--- src/rtl/uart_pkg.sv ---
// Shared types and helpers for the streaming UART receiver.
// Optional parity support in the receiver is selected with UART_RX_PARITY_EN.
package uart_pkg;

    typedef enum logic [2:0] {
        IDLE,
        START,
        DATA,
        PARITY,
        STOP,
        BREAK
    } rx_state_e;

    // Clocks per oversample tick, rounded to nearest, never below 1.
    function automatic int calc_div(input int clk_hz, input int baud, input int os);
        int d;
        d = (clk_hz + (baud * os) / 2) / (baud * os);
        return (d < 1) ? 1 : d;
    endfunction

    // Divisor for the default 50 MHz / 115200 baud / x16 configuration.
    localparam int DIV = calc_div(50000000, 115200, 16);

endpackage

--- src/rtl/uart_rx_stream_if.sv ---
// Valid/ready word stream carrying received UART payloads to the consumer.
interface uart_rx_stream_if #(
    parameter int WIDTH = 8
);
    logic [WIDTH-1:0] data;
    logic             valid;
    logic             ready;

    modport master (output data, output valid, input ready);
    modport slave  (input data, input valid, output ready);
endinterface

--- src/rtl/sync_fifo.sv ---
// Show-ahead single-clock FIFO with occupancy count. A push into a full FIFO
// succeeds only when a pop happens in the same cycle; otherwise it is dropped
// and reported on drop.
module sync_fifo #(
    parameter int WIDTH = 8,
    parameter int DEPTH = 16
) (
    input  logic                   clk,
    input  logic                   rst_n,
    input  logic                   push,
    input  logic [WIDTH-1:0]       push_data,
    input  logic                   pop_ready,
    output logic [WIDTH-1:0]       head,
    output logic                   not_empty,
    output logic [$clog2(DEPTH):0] count,
    output logic                   drop
);
    localparam int AW = $clog2(DEPTH);

    logic [WIDTH-1:0] mem [DEPTH];
    logic [AW-1:0]    wr_ptr;
    logic [AW-1:0]    rd_ptr;
    logic             full;
    logic             do_push;
    logic             do_pop;

    assign not_empty = (count != '0);
    assign full      = (count == (AW+1)'(DEPTH));
    assign do_pop    = not_empty & pop_ready;
    assign do_push   = push & (~full | do_pop);
    assign drop      = push & full & ~do_pop;
    assign head      = mem[rd_ptr];

    // Pointer and occupancy update; pointers wrap naturally at DEPTH.
    always_ff @(posedge clk) begin
        if (!rst_n) begin
            wr_ptr <= '0;
            rd_ptr <= '0;
            count  <= '0;
        end else begin
            if (do_push) wr_ptr <= wr_ptr + 1'b1;
            if (do_pop)  rd_ptr <= rd_ptr + 1'b1;
            case ({do_push, do_pop})
                2'b10:   count <= count + 1'b1;
                2'b01:   count <= count - 1'b1;
                default: ;
            endcase
        end
    end

    // Storage write; contents need no reset since the pointers define validity.
    always_ff @(posedge clk) begin
        if (do_push) mem[wr_ptr] <= push_data;
    end

endmodule

--- src/rtl/uart_rx_stream.sv ---
// Oversampling UART receiver feeding a show-ahead FIFO and a valid/ready stream.
// Holds the rx synchronizer, tick generator, shift register, receive FSM and
// error pulses. Define UART_RX_PARITY_EN to expect a parity bit after the data.
//
//   state  | meaning
//   IDLE   | line idle, waiting for a synchronized falling edge
//   START  | qualifying the start bit at its centre
//   DATA   | sampling payload bits LSB first
//   PARITY | sampling the parity bit (parity builds only)
//   STOP   | sampling stop bit(s); all high pushes the word
//   BREAK  | framing error seen, waiting for the line to return high
module uart_rx_stream
    import uart_pkg::*;
#(
    parameter int CLK_FREQ   = 50000000,
    parameter int BAUD       = 115200,
    parameter int OVERSAMPLE = 16,
    parameter int DATA_BITS  = 8,
    parameter int STOP_BITS  = 1,
    parameter int FIFO_DEPTH = 16
) (
    input  logic                        clk,
    input  logic                        rst_n,
    input  logic                        rx,
    input  logic                        parity_odd,
    uart_rx_stream_if.master            m,
    output logic [$clog2(FIFO_DEPTH):0] fifo_count,
    output logic                        frame_err,
    output logic                        overrun,
    output logic                        parity_err
);
    localparam int DIV_CFG = calc_div(CLK_FREQ, BAUD, OVERSAMPLE);
    localparam int DW      = (DIV_CFG > 1) ? $clog2(DIV_CFG) : 1;
    localparam int SW      = $clog2(OVERSAMPLE);
    localparam int BW      = $clog2(DATA_BITS + 1);
    localparam logic [DW-1:0] DIV_M1 = DW'(DIV_CFG - 1);

    rx_state_e            state_q;
    rx_state_e            state_nxt;
    logic                 rx_s1;
    logic                 rx_s2;
    logic                 rx_prev;
    logic                 fall;
    logic [DW-1:0]        div_cnt;
    logic                 tick;
    logic [SW-1:0]        samp_cnt;
    logic                 sample_now;
    logic [BW-1:0]        bit_cnt;
    logic                 last_data;
    logic                 last_stop;
    logic [DATA_BITS-1:0] shift_q;
    logic                 shift_en;
    logic                 push_set;
    logic                 ferr_set;
    logic                 push_req;

    assign fall      = rx_prev & ~rx_s2;
    assign tick      = (div_cnt == '0);
    assign last_data = (bit_cnt == BW'(DATA_BITS - 1));
    assign last_stop = (bit_cnt == BW'(STOP_BITS - 1));
    assign sample_now = tick && ((state_q == START) ? (samp_cnt == SW'(OVERSAMPLE/2 - 1))
                                                    : (samp_cnt == SW'(OVERSAMPLE - 1)));

    // Two-flop synchronizer plus one history stage for edge detection; idle high.
    always_ff @(posedge clk) begin
        if (!rst_n) begin
            rx_s1   <= 1'b1;
            rx_s2   <= 1'b1;
            rx_prev <= 1'b1;
        end else begin
            rx_s1   <= rx;
            rx_s2   <= rx_s1;
            rx_prev <= rx_s2;
        end
    end

    // Free-running tick down-counter, re-phased to the detected start edge.
    always_ff @(posedge clk) begin
        if (!rst_n || (state_q == IDLE && fall) || tick) div_cnt <= DIV_M1;
        else                                             div_cnt <= div_cnt - 1'b1;
    end

    // Oversample counter: held at zero while idle, cleared at each sample point.
    always_ff @(posedge clk) begin
        if (!rst_n || state_q == IDLE) samp_cnt <= '0;
        else if (tick)                 samp_cnt <= sample_now ? '0 : samp_cnt + 1'b1;
    end

    // FSM state register.
    always_ff @(posedge clk) begin
        if (!rst_n) state_q <= IDLE;
        else        state_q <= state_nxt;
    end

    // FSM next-state logic.
    always_comb begin
        state_nxt = state_q;
        case (state_q)
            IDLE:   if (fall) state_nxt = START;
            START:  if (sample_now) state_nxt = rx_s2 ? IDLE : DATA;
            DATA: begin
                if (sample_now && last_data) begin
`ifdef UART_RX_PARITY_EN
                    state_nxt = PARITY;
`else
                    state_nxt = STOP;
`endif
                end
            end
            PARITY: if (sample_now) state_nxt = STOP;
            STOP: begin
                if (sample_now) begin
                    if (!rx_s2)         state_nxt = BREAK;
                    else if (last_stop) state_nxt = IDLE;
                end
            end
            BREAK:  if (rx_s2) state_nxt = IDLE;
            default: state_nxt = IDLE;
        endcase
    end

    // FSM outputs: datapath strobes at the sample points.
    always_comb begin
        shift_en = 1'b0;
        push_set = 1'b0;
        ferr_set = 1'b0;
        case (state_q)
            DATA: shift_en = sample_now;
            STOP: begin
                if (sample_now) begin
                    if (!rx_s2)         ferr_set = 1'b1;
                    else if (last_stop) push_set = 1'b1;
                end
            end
            default: ;
        endcase
    end

    // Shift register, bit counter and one-cycle push / framing pulses.
    always_ff @(posedge clk) begin
        if (!rst_n) begin
            shift_q   <= '0;
            bit_cnt   <= '0;
            push_req  <= 1'b0;
            frame_err <= 1'b0;
        end else begin
            push_req  <= push_set;
            frame_err <= ferr_set;
            if (state_q != state_nxt)                           bit_cnt <= '0;
            else if (shift_en || (state_q == STOP && sample_now)) bit_cnt <= bit_cnt + 1'b1;
            if (shift_en) shift_q <= {rx_s2, shift_q[DATA_BITS-1:1]};
        end
    end

`ifdef UART_RX_PARITY_EN
    logic par_bad;

    // Parity check latched at the parity sample, reported alongside the push.
    always_ff @(posedge clk) begin
        if (!rst_n) begin
            par_bad    <= 1'b0;
            parity_err <= 1'b0;
        end else begin
            if (state_q == PARITY && sample_now) par_bad <= ((^shift_q) ^ rx_s2) != parity_odd;
            parity_err <= push_set & par_bad;
        end
    end
`else
    logic unused_parity_odd;
    assign unused_parity_odd = parity_odd;
    assign parity_err        = 1'b0;
`endif

    logic [DATA_BITS-1:0] fifo_head;
    logic                 fifo_not_empty;

    sync_fifo #(
        .WIDTH (DATA_BITS),
        .DEPTH (FIFO_DEPTH)
    ) u_fifo (
        .clk       (clk),
        .rst_n     (rst_n),
        .push      (push_req),
        .push_data (shift_q),
        .pop_ready (m.ready),
        .head      (fifo_head),
        .not_empty (fifo_not_empty),
        .count     (fifo_count),
        .drop      (overrun)
    );

    assign m.data  = fifo_head;
    assign m.valid = fifo_not_empty;

endmodule

--- src/flat_wrapper.sv ---
// flat-port wrapper written by rule: the top's interface ports become plain ports
module uart_rx_stream_flat import uart_pkg::*;
#(
    parameter int CLK_FREQ   = 50000000,
    parameter int BAUD       = 115200,
    parameter int OVERSAMPLE = 16,
    parameter int DATA_BITS  = 8,
    parameter int STOP_BITS  = 1,
    parameter int FIFO_DEPTH = 16
)
  (clk, rst_n, rx, parity_odd, fifo_count, frame_err, overrun, parity_err, m_data, m_valid, m_ready);
  uart_rx_stream_if #(.WIDTH(8)) m_i ();
  input  logic clk;
  input  logic rst_n;
  input  logic rx;
  input  logic parity_odd;
  output logic [$clog2(FIFO_DEPTH):0] fifo_count;
  output logic frame_err;
  output logic overrun;
  output logic parity_err;
  output wire logic [$bits(m_i.data)-1:0] m_data;
  output wire logic [$bits(m_i.valid)-1:0] m_valid;
  input wire logic [$bits(m_i.ready)-1:0] m_ready;
  assign m_data = m_i.data;
  assign m_valid = m_i.valid;
  assign m_i.ready = m_ready;
  uart_rx_stream #(.CLK_FREQ(CLK_FREQ), .BAUD(BAUD), .OVERSAMPLE(OVERSAMPLE), .DATA_BITS(DATA_BITS), .STOP_BITS(STOP_BITS), .FIFO_DEPTH(FIFO_DEPTH)) u_core (.clk(clk), .rst_n(rst_n), .rx(rx), .parity_odd(parity_odd), .m(m_i), .fifo_count(fifo_count), .frame_err(frame_err), .overrun(overrun), .parity_err(parity_err));
endmodule
--- config.mk ---
export PLATFORM = sky130hd
export DESIGN_NAME = uart_rx_stream_flat
export DESIGN_NICKNAME = d
export VERILOG_FILES = /design/src/rtl/uart_pkg.sv /design/src/rtl/uart_rx_stream_if.sv /design/src/rtl/sync_fifo.sv /design/src/rtl/uart_rx_stream.sv /design/src/flat_wrapper.sv
export SDC_FILE = /design/constraint.sdc
export NUM_CORES = 1
export LEC_CHECK = 0
export CORE_AREA = 2 2 118 120
export DETAILED_ROUTE_END_ITERATION = 10
export DIE_AREA = 0 0 120 122
export HOLD_SLACK_MARGIN = 0.15
export PLACE_DENSITY_LB_ADDON = 0.12
export SLEW_MARGIN = 20
export SYNTH_ARGS = -nofsm -noshare
export SYNTH_HDL_FRONTEND = slang
export SYNTH_SLANG_ARGS = --single-unit
--- constraint.sdc ---
create_clock -name clk -period 2.8 [get_ports clk]
set_input_delay 0.84 -clock clk [delete_from_list [all_inputs] [get_ports clk]]
set_output_delay 0.84 -clock clk [all_outputs]
set_load 0.005 [all_outputs]
# Word-level counts from Yosys, hierarchy flattened

Memory sizes are Yosys's and may differ from the RTL's. A register that Yosys moved wholly into a read port is not among the register bits.
Index checks and enable logic that the tools add are counted.
W data, S select, Z words.

Register bits after elaboration: 42
Latch bits: 0
RAM bits: 128
Memory bits (read-only): 0
Input port bits: 5
Logic and storage cells: 80
Memories: 1

Memory list:

| memory            | depth | bits a word | read ports | clocked after Yosys merged registers in | wr ports | RTL line        | RTL |
|---|---|---|---|---|---|---|---|
| u_core.u_fifo.mem | 16    | 8           | 1          | 1                                       | 1        | sync_fifo.sv:20 | `logic [WIDTH-1:0] mem [DEPTH];` |

Add/sub/neg operators: 7
$mul: 0
Div/mod/pow operators: 0
$lt $le $gt $ge: 0
Equality and inequality tests: 12
Shifts and indexed selects: 0
Multiplexer cells: 20
Bitwise operators: 10
Reduce and logical (&&, ||, !) cells: 17

Operator list:

| cell                  | count |
|---|---|
| $mux W3               | 8 |
| $pmux W3 S6           | 1 |
| $add A4 B1 Y4 const B | 4 |
| $mux W4               | 3 |
| $pmux W5 S2           | 1 |
| $sub A5 B1 Y5 const B | 2 |
| $eq A4 B3 Y1 const B  | 2 |
| $eq A3 B2 Y1 const B  | 2 |
| $eq A3 B3 Y1 const B  | 2 |
| $mux W1               | 6 |
| $add A5 B1 Y5 const B | 1 |
| $and A1 B1 Y1         | 5 |
| $eq A5 B5 Y1 const B  | 1 |
| $logic_not A5 Y1      | 1 |
| $reduce_bool A5 Y1    | 1 |
| $eq A4 B4 Y1 const B  | 1 |
| $logic_and A1 B1 Y1   | 4 |
| $logic_not A4 Y1      | 1 |
| $logic_or A1 B1 Y1    | 4 |
| $not A1 Y1            | 4 |
| $reduce_and A4 Y1     | 1 |
| $eq A3 B1 Y1 const B  | 1 |
| $logic_not A3 Y1      | 1 |
| $ne A3 B3 Y1          | 1 |
| 8 further kinds       | 8 |

# Depth between registers and ports, before layout

Gate-level depths: netlist of the first run.

Depth in word-level cells: 8
Gate-level depth with buffers: 11
Mapped depth without buffers: 11

# Cells and area by module

A second synthesis of the first run with hierarchy kept.

Cell total of the unflattened synthesis: 450
Area, all modules: 7,216.9 sq um

Modules (own cells, without submodules):

| module         | instances | cells each | area an instance (sq um) | sequential area each (sq um) |
|---|---|---|---|---|
| sync_fifo      | 1         | 293        | 5,829.3                  | 4,184.0 |
| uart_rx_stream | 1         | 157        | 1,387.6                  | 580.6 |

# Worst setup path before layout of the first run

Ideal clock, no wire load.

Path type: input to register
From: in m_ready
To: reg u_core.u_fifo.count[4]
Setup time: 135 ps
Arrival: 2,791 ps
Required time: 2,665 ps
Path slack: -127 ps
Stages on the path: 10
Buffers on the path: 0
Path through: inv_1 -> a31oi_1 -> inv_1 -> ha_1 -> ha_1 -> nor2b_1 -> o21ai_0 -> a21oi_1 -> o311ai_0 -> o41ai_1

Cells in the longest elaborated chain, start to end: 5

Ends and longest elaborated chain:

| element                                           | RTL line           | RTL |
|---|---|---|
| start, declared                                   | flat_wrapper.sv:23 | `input wire logic [$bits(m_i.ready)-1:0] m_ready;` |
| $and A1 B1 Y1 (*)                                 | sync_fifo.sv:29    | `assign do_pop = not_empty & pop_ready;` |
| $or A1 B1 Y1                                      | sync_fifo.sv:30    | `assign do_push = push & (~full \| do_pop);` |
| $and A1 B1 Y1                                     | sync_fifo.sv:30    |  |
| $eq A2 B1 Y1 or $eq A2 B2 Y1 (tied branches)      | sync_fifo.sv:43    | `case ({do_push, do_pop})` |
| $pmux W5 S2 or $reduce_bool A2 Y1 (tied branches) | n/a                |  |
| end signal, assigned                              | sync_fifo.sv:44    | `2'b10: count <= count + 1'b1;` |
| end signal, assigned                              | sync_fifo.sv:45    | `2'b01: count <= count - 1'b1;` |
| end, declared                                     | sync_fifo.sv:15    | `output logic [$clog2(DEPTH):0] count,` |

Every way passes the cells marked *; elsewhere a longest branch is shown, timed or not.
A chain may end at the register's enable or synchronous reset.

==> results.py, run 1 <==
metrics = {
    "run_status": {
        "violations": "setup timing",
        "status": "finished with violations",
    },
    "die": {
        "core_region_area_um2": 13500,
        "top_level_ports": 22,
        "fp-row-count": 43,
        "die_w_um": 120,
        "start_util_pct": 53.1,
        "dieArea_um2": 14600,
        "die_h_um": 122,
    },
    "detailed_routing": {
        "detail-route-antenna-nets": 0,
        "wirelength_um": 13400,
        "routedWlPerCell_um": 19.2,
        "initialDrtViolationCount": 241,
        "drt-vias-per-instance": 5.52,
        "vias": 3847,
        "drtPass1Iterations": 5,
        "drc": 0,
    },
    "timing": {
        "setup_ws_ns": -0.220,
        "period_minus_slack_ns": 3.02,
        "hold_viol_final": 0,
        "fmaxAchievable_mhz": 331,
        "rsz0062_at_grt": "yes",
        "final.setup_skew_ns": 0.00863,
        "hold_slack_ns": 0.404,
        "setup_violations": 8,
        "fin_crit_sh_pct": 108,
        "max-slew-margin-rel_pct": 61.0,
        "slew_viol_final": 0,
        "tightest_slew_ns": 0.585,
    },
    "critical_path": {
        "cpMaxStageDelayCell": "mux4_2",
        "worst-path-max-fanout": 5,
        "cp_num_buf_inv": 3,
        "cp.depth": 5,
        "r2r_start": "u_core.u_fifo.count[3]$_SDFFE_PN0P_",
        "reg2reg_setup_slack_ns": 0.32,
        "critPathMaxStageDelay_ns": 0.51,
        "crit_path_start_kind": "register",
        "cpMostUsedCell": "mux4_2",
        "crit_required_ns": 1.96,
        "crit_chain": "buf_12 -> buf_8 -> mux4_2 -> mux4_2 -> buf_6",
        "worst-r2r-cell-count": 11,
        "cp-end-kind": "output port",
        "rr_endpoint": "u_core.u_fifo.count[4]$_SDFFE_PN0P_",
        "critical_path_arrival_ns": 2.18,
        "cp_top_family": "multiplexers",
        "criticalPathCategory": "register to output port",
        "endpoint": "m_data[7]",
    },
    "global_routing": {
        "antenna_found_initial": 0,
        "grt_usage_pct": 20.1,
        "grt.overflow.total": 0,
        "grt_first_pass_wirelength_um": 21500,
        "grt_max_degree": 20,
        "grt_pass1_vias": 3994,
    },
    "logic_synthesis": {
        "synth_seq_area_share_pct": 66.5,
        "ys.flop_type": "edfxtp_1",
        "synth_seq_cells": 174,
        "synth_fp_nets": 462,
        "synth_area_per_cell_um2": 16.2,
        "synth_cell_type_count": 49,
        "synth_cells": 442,
        "synth_edf_count": 128,
        "synthArstFlopShare_pct": 0,
        "syn_area_um2": 7170,
        "synth_warnings": 0,
    },
    "power_and_ir_drop": {
        "ir_drop_mv": 0.383,
        "p_total_uw": 5180,
        "p_per_area_nw_per_um2": 610,
        "power.leakage_uw": 0.00287,
    },
    "layout": {
        "regArea_um2": 4770,
        "fin_nets": 525,
        "n_fill_cell": 986,
        "drive_above_1_share_pct": 26.9,
        "area_growth_pct": 18.5,
        "multiInputGateArea_um2": 2230,
        "diodes": 0,
    },
    "min_path": {
        "min-delay-path-class": "register to register",
        "min_path_cells": 1,
    },
    "placement": {
        "gp_congestion": 0.833,
        "portBuffers": 19,
        "post-place-ws_ns": -0.381,
        "place_hpwl_um": 8620,
    },
    "clock_tree": {
        "cts_sinks": 174,
        "clockBufferDepth": 2,
        "cts_buffers": 17,
        "htree_num_levels": 4,
        "cts_hold_buf": 0,
        "cts_tree": "yes",
        "insertion_delay_ns": 0.42,
        "clkSlewWorstSetupHoldPaths_ns": 0.06,
        "cts_root_buffer": "clkbuf_16",
    },
    "run": {
        "drv_cap": 0,
    },
}
[cell type report]
class	instances	share of cell area [%]
multi-input cells	229	26.2
clock buffers	18	5.05
well taps	180	2.65
inverters	17	0.752
repair buffers	66	7.13
clock inverters	13	2.03
flip-flops and latches	174	56.2
[worst min-delay path by stage]
stage,endpoint,start
floorplan,u_core.rx_s2$_SDFF_PN1_,u_core.rx_s1$_SDFF_PN1_
global placement,u_core.rx_s2$_SDFF_PN1_,u_core.rx_s1$_SDFF_PN1_
detailed placement,u_core.rx_s2$_SDFF_PN1_,u_core.rx_s1$_SDFF_PN1_
CTS,u_core.rx_s2$_SDFF_PN1_,u_core.rx_s1$_SDFF_PN1_
global route,u_core.rx_s2$_SDFF_PN1_,u_core.rx_s1$_SDFF_PN1_
finish,u_core.rx_s2$_SDFF_PN1_,u_core.rx_s1$_SDFF_PN1_
[state kept, by name, indices dropped and copies added (netlist names), 3 cells and up, named ones only]
register,flops
u_core.u_fifo.rd_ptr,4
u_core.div_cnt,5
u_core.samp_cnt,4
u_core.state_q,3
u_core.shift_q,8
u_core.u_fifo.mem,128
u_core.u_fifo.wr_ptr,4
u_core.u_fifo.count,5
u_core.bit_cnt,4
[metrics by stage]
step / util [%] / TNS, ns / instances / instance area (um^2)
finish: 62.9 / -1.54 / 697 / 8490
global route: 62.9 / -2.03 / 697 / 8490
CTS: 63.3 / -2.18 / 701 / 8550
detailed placement: 57.6 / -1.48 / 657 / 7780
global placement: 57.6 / -1.18 / 657 / 7780
floorplan: - / 0 / 442 / 7180
[logic make-up after synthesis]
family | share of synthesized area [%]
multiplexers | 14.0
AND/OR/NAND/NOR | 8.89
flip-flops | 66.5
XOR/XNOR | 2.32
AO/OA/AOI/OAI | 2.81
adder cells (fa/ha/maj) | 2.72
buffers and inverters | 2.74
other | 0.0523
[cells in the mapped netlist (2+ instances only)]
master,instances,share of area (%)
nand2_1,26,1.4
nand2b_1,5,0.44
buf_1,2,0.10
mux4_2,40,13
nand4_1,4,0.35
o311ai_0,4,0.49
ha_1,14,2.4
and3_1,2,0.17
nor2b_1,13,1.1
nor3_1,9,0.63
a21oi_1,9,0.63
clkbuf_1,10,0.52
inv_1,17,0.89
a31o_2,2,0.24
nor3_2,2,0.28
and2_1,12,1.0
buf_4,2,0.21
mux2i_1,10,1.4
nor3b_1,2,0.21
nor2_1,22,1.2
nand3_1,7,0.49
a31oi_1,2,0.17
o21ai_0,4,0.28
buf_2,4,0.28
edfxtp_1,128,54
or3_1,2,0.17
o211ai_1,2,0.21
xnor2_1,10,1.2
clkbuf_8,3,0.58
xor2_1,9,1.1
dfxtp_1,46,13
[worst register-to-register path, delay by kind of cell, from the launching register on]
| family | cells | cell delay, ns |
|---|---|---|
| AO/OA/AOI/OAI | 4 | 0.60 |
| flip-flops | 1 | 0.36 |
| buffers and inverters | 2 | 0.15 |
| adder cells (fa/ha/maj) | 2 | 0.58 |
| AND/OR/NAND/NOR | 3 | 0.66 |
[layer usage]
layer,vias up,GRT usage [%],wire length [um]
li1,1804,-,-
met1,1909,25.4,5630
met2,113,34.1,6880
met3,21,4.78,558
met4,0,7.43,280
met5,-,0,0
[what timing repair did]
action / CTS / global route
gates cloned: 2 / 0
endpoints found under the setup margin: 9 / 9
gates resized for setup: 44 / 7
pin swaps: 1 / 1
buffers inserted: 12 / 0
[cells in the final DEF (no fill, tap or decap), types with 4 or more instances in the layout]
cell | synthesis | routed
nand3_1 | 7 | 7
nor3_1 | 9 | 9
nor2b_1 | 13 | 13
bufinv_16 | 0 | 4
nor2_1 | 22 | 22
inv_1 | 17 | 16
o21ai_0 | 4 | 4
nand4_1 | 4 | 4
edfxtp_1 | 128 | 128
and2_1 | 12 | 12
nand2b_1 | 5 | 5
mux4_2 | 40 | 40
nand2_1 | 26 | 26
clkbuf_16 | 0 | 17
buf_6 | 1 | 7
buf_12 | 0 | 5
xor2_1 | 9 | 9
ha_1 | 14 | 13
buf_2 | 4 | 5
a21oi_1 | 9 | 8
dfxtp_1 | 46 | 45
xnor2_1 | 10 | 10
buf_4 | 2 | 37
clkdlybuf4s50_1 | 0 | 10
mux2i_1 | 10 | 10
[where the power goes]
group          switching, uW  total, uW  internal (uW)
Clock                    898       2370           1480
Combinational           27.6       53.2           25.6
Sequential              11.8       2750           2740
(Power assumes the default switching activity.)
==> inputs of run 2 (changes only) <==
ABC_AREA = 0   (was unset)
==> results of run 2 <==
The final DEF is identical to that of run 1; final timing and power are the same.
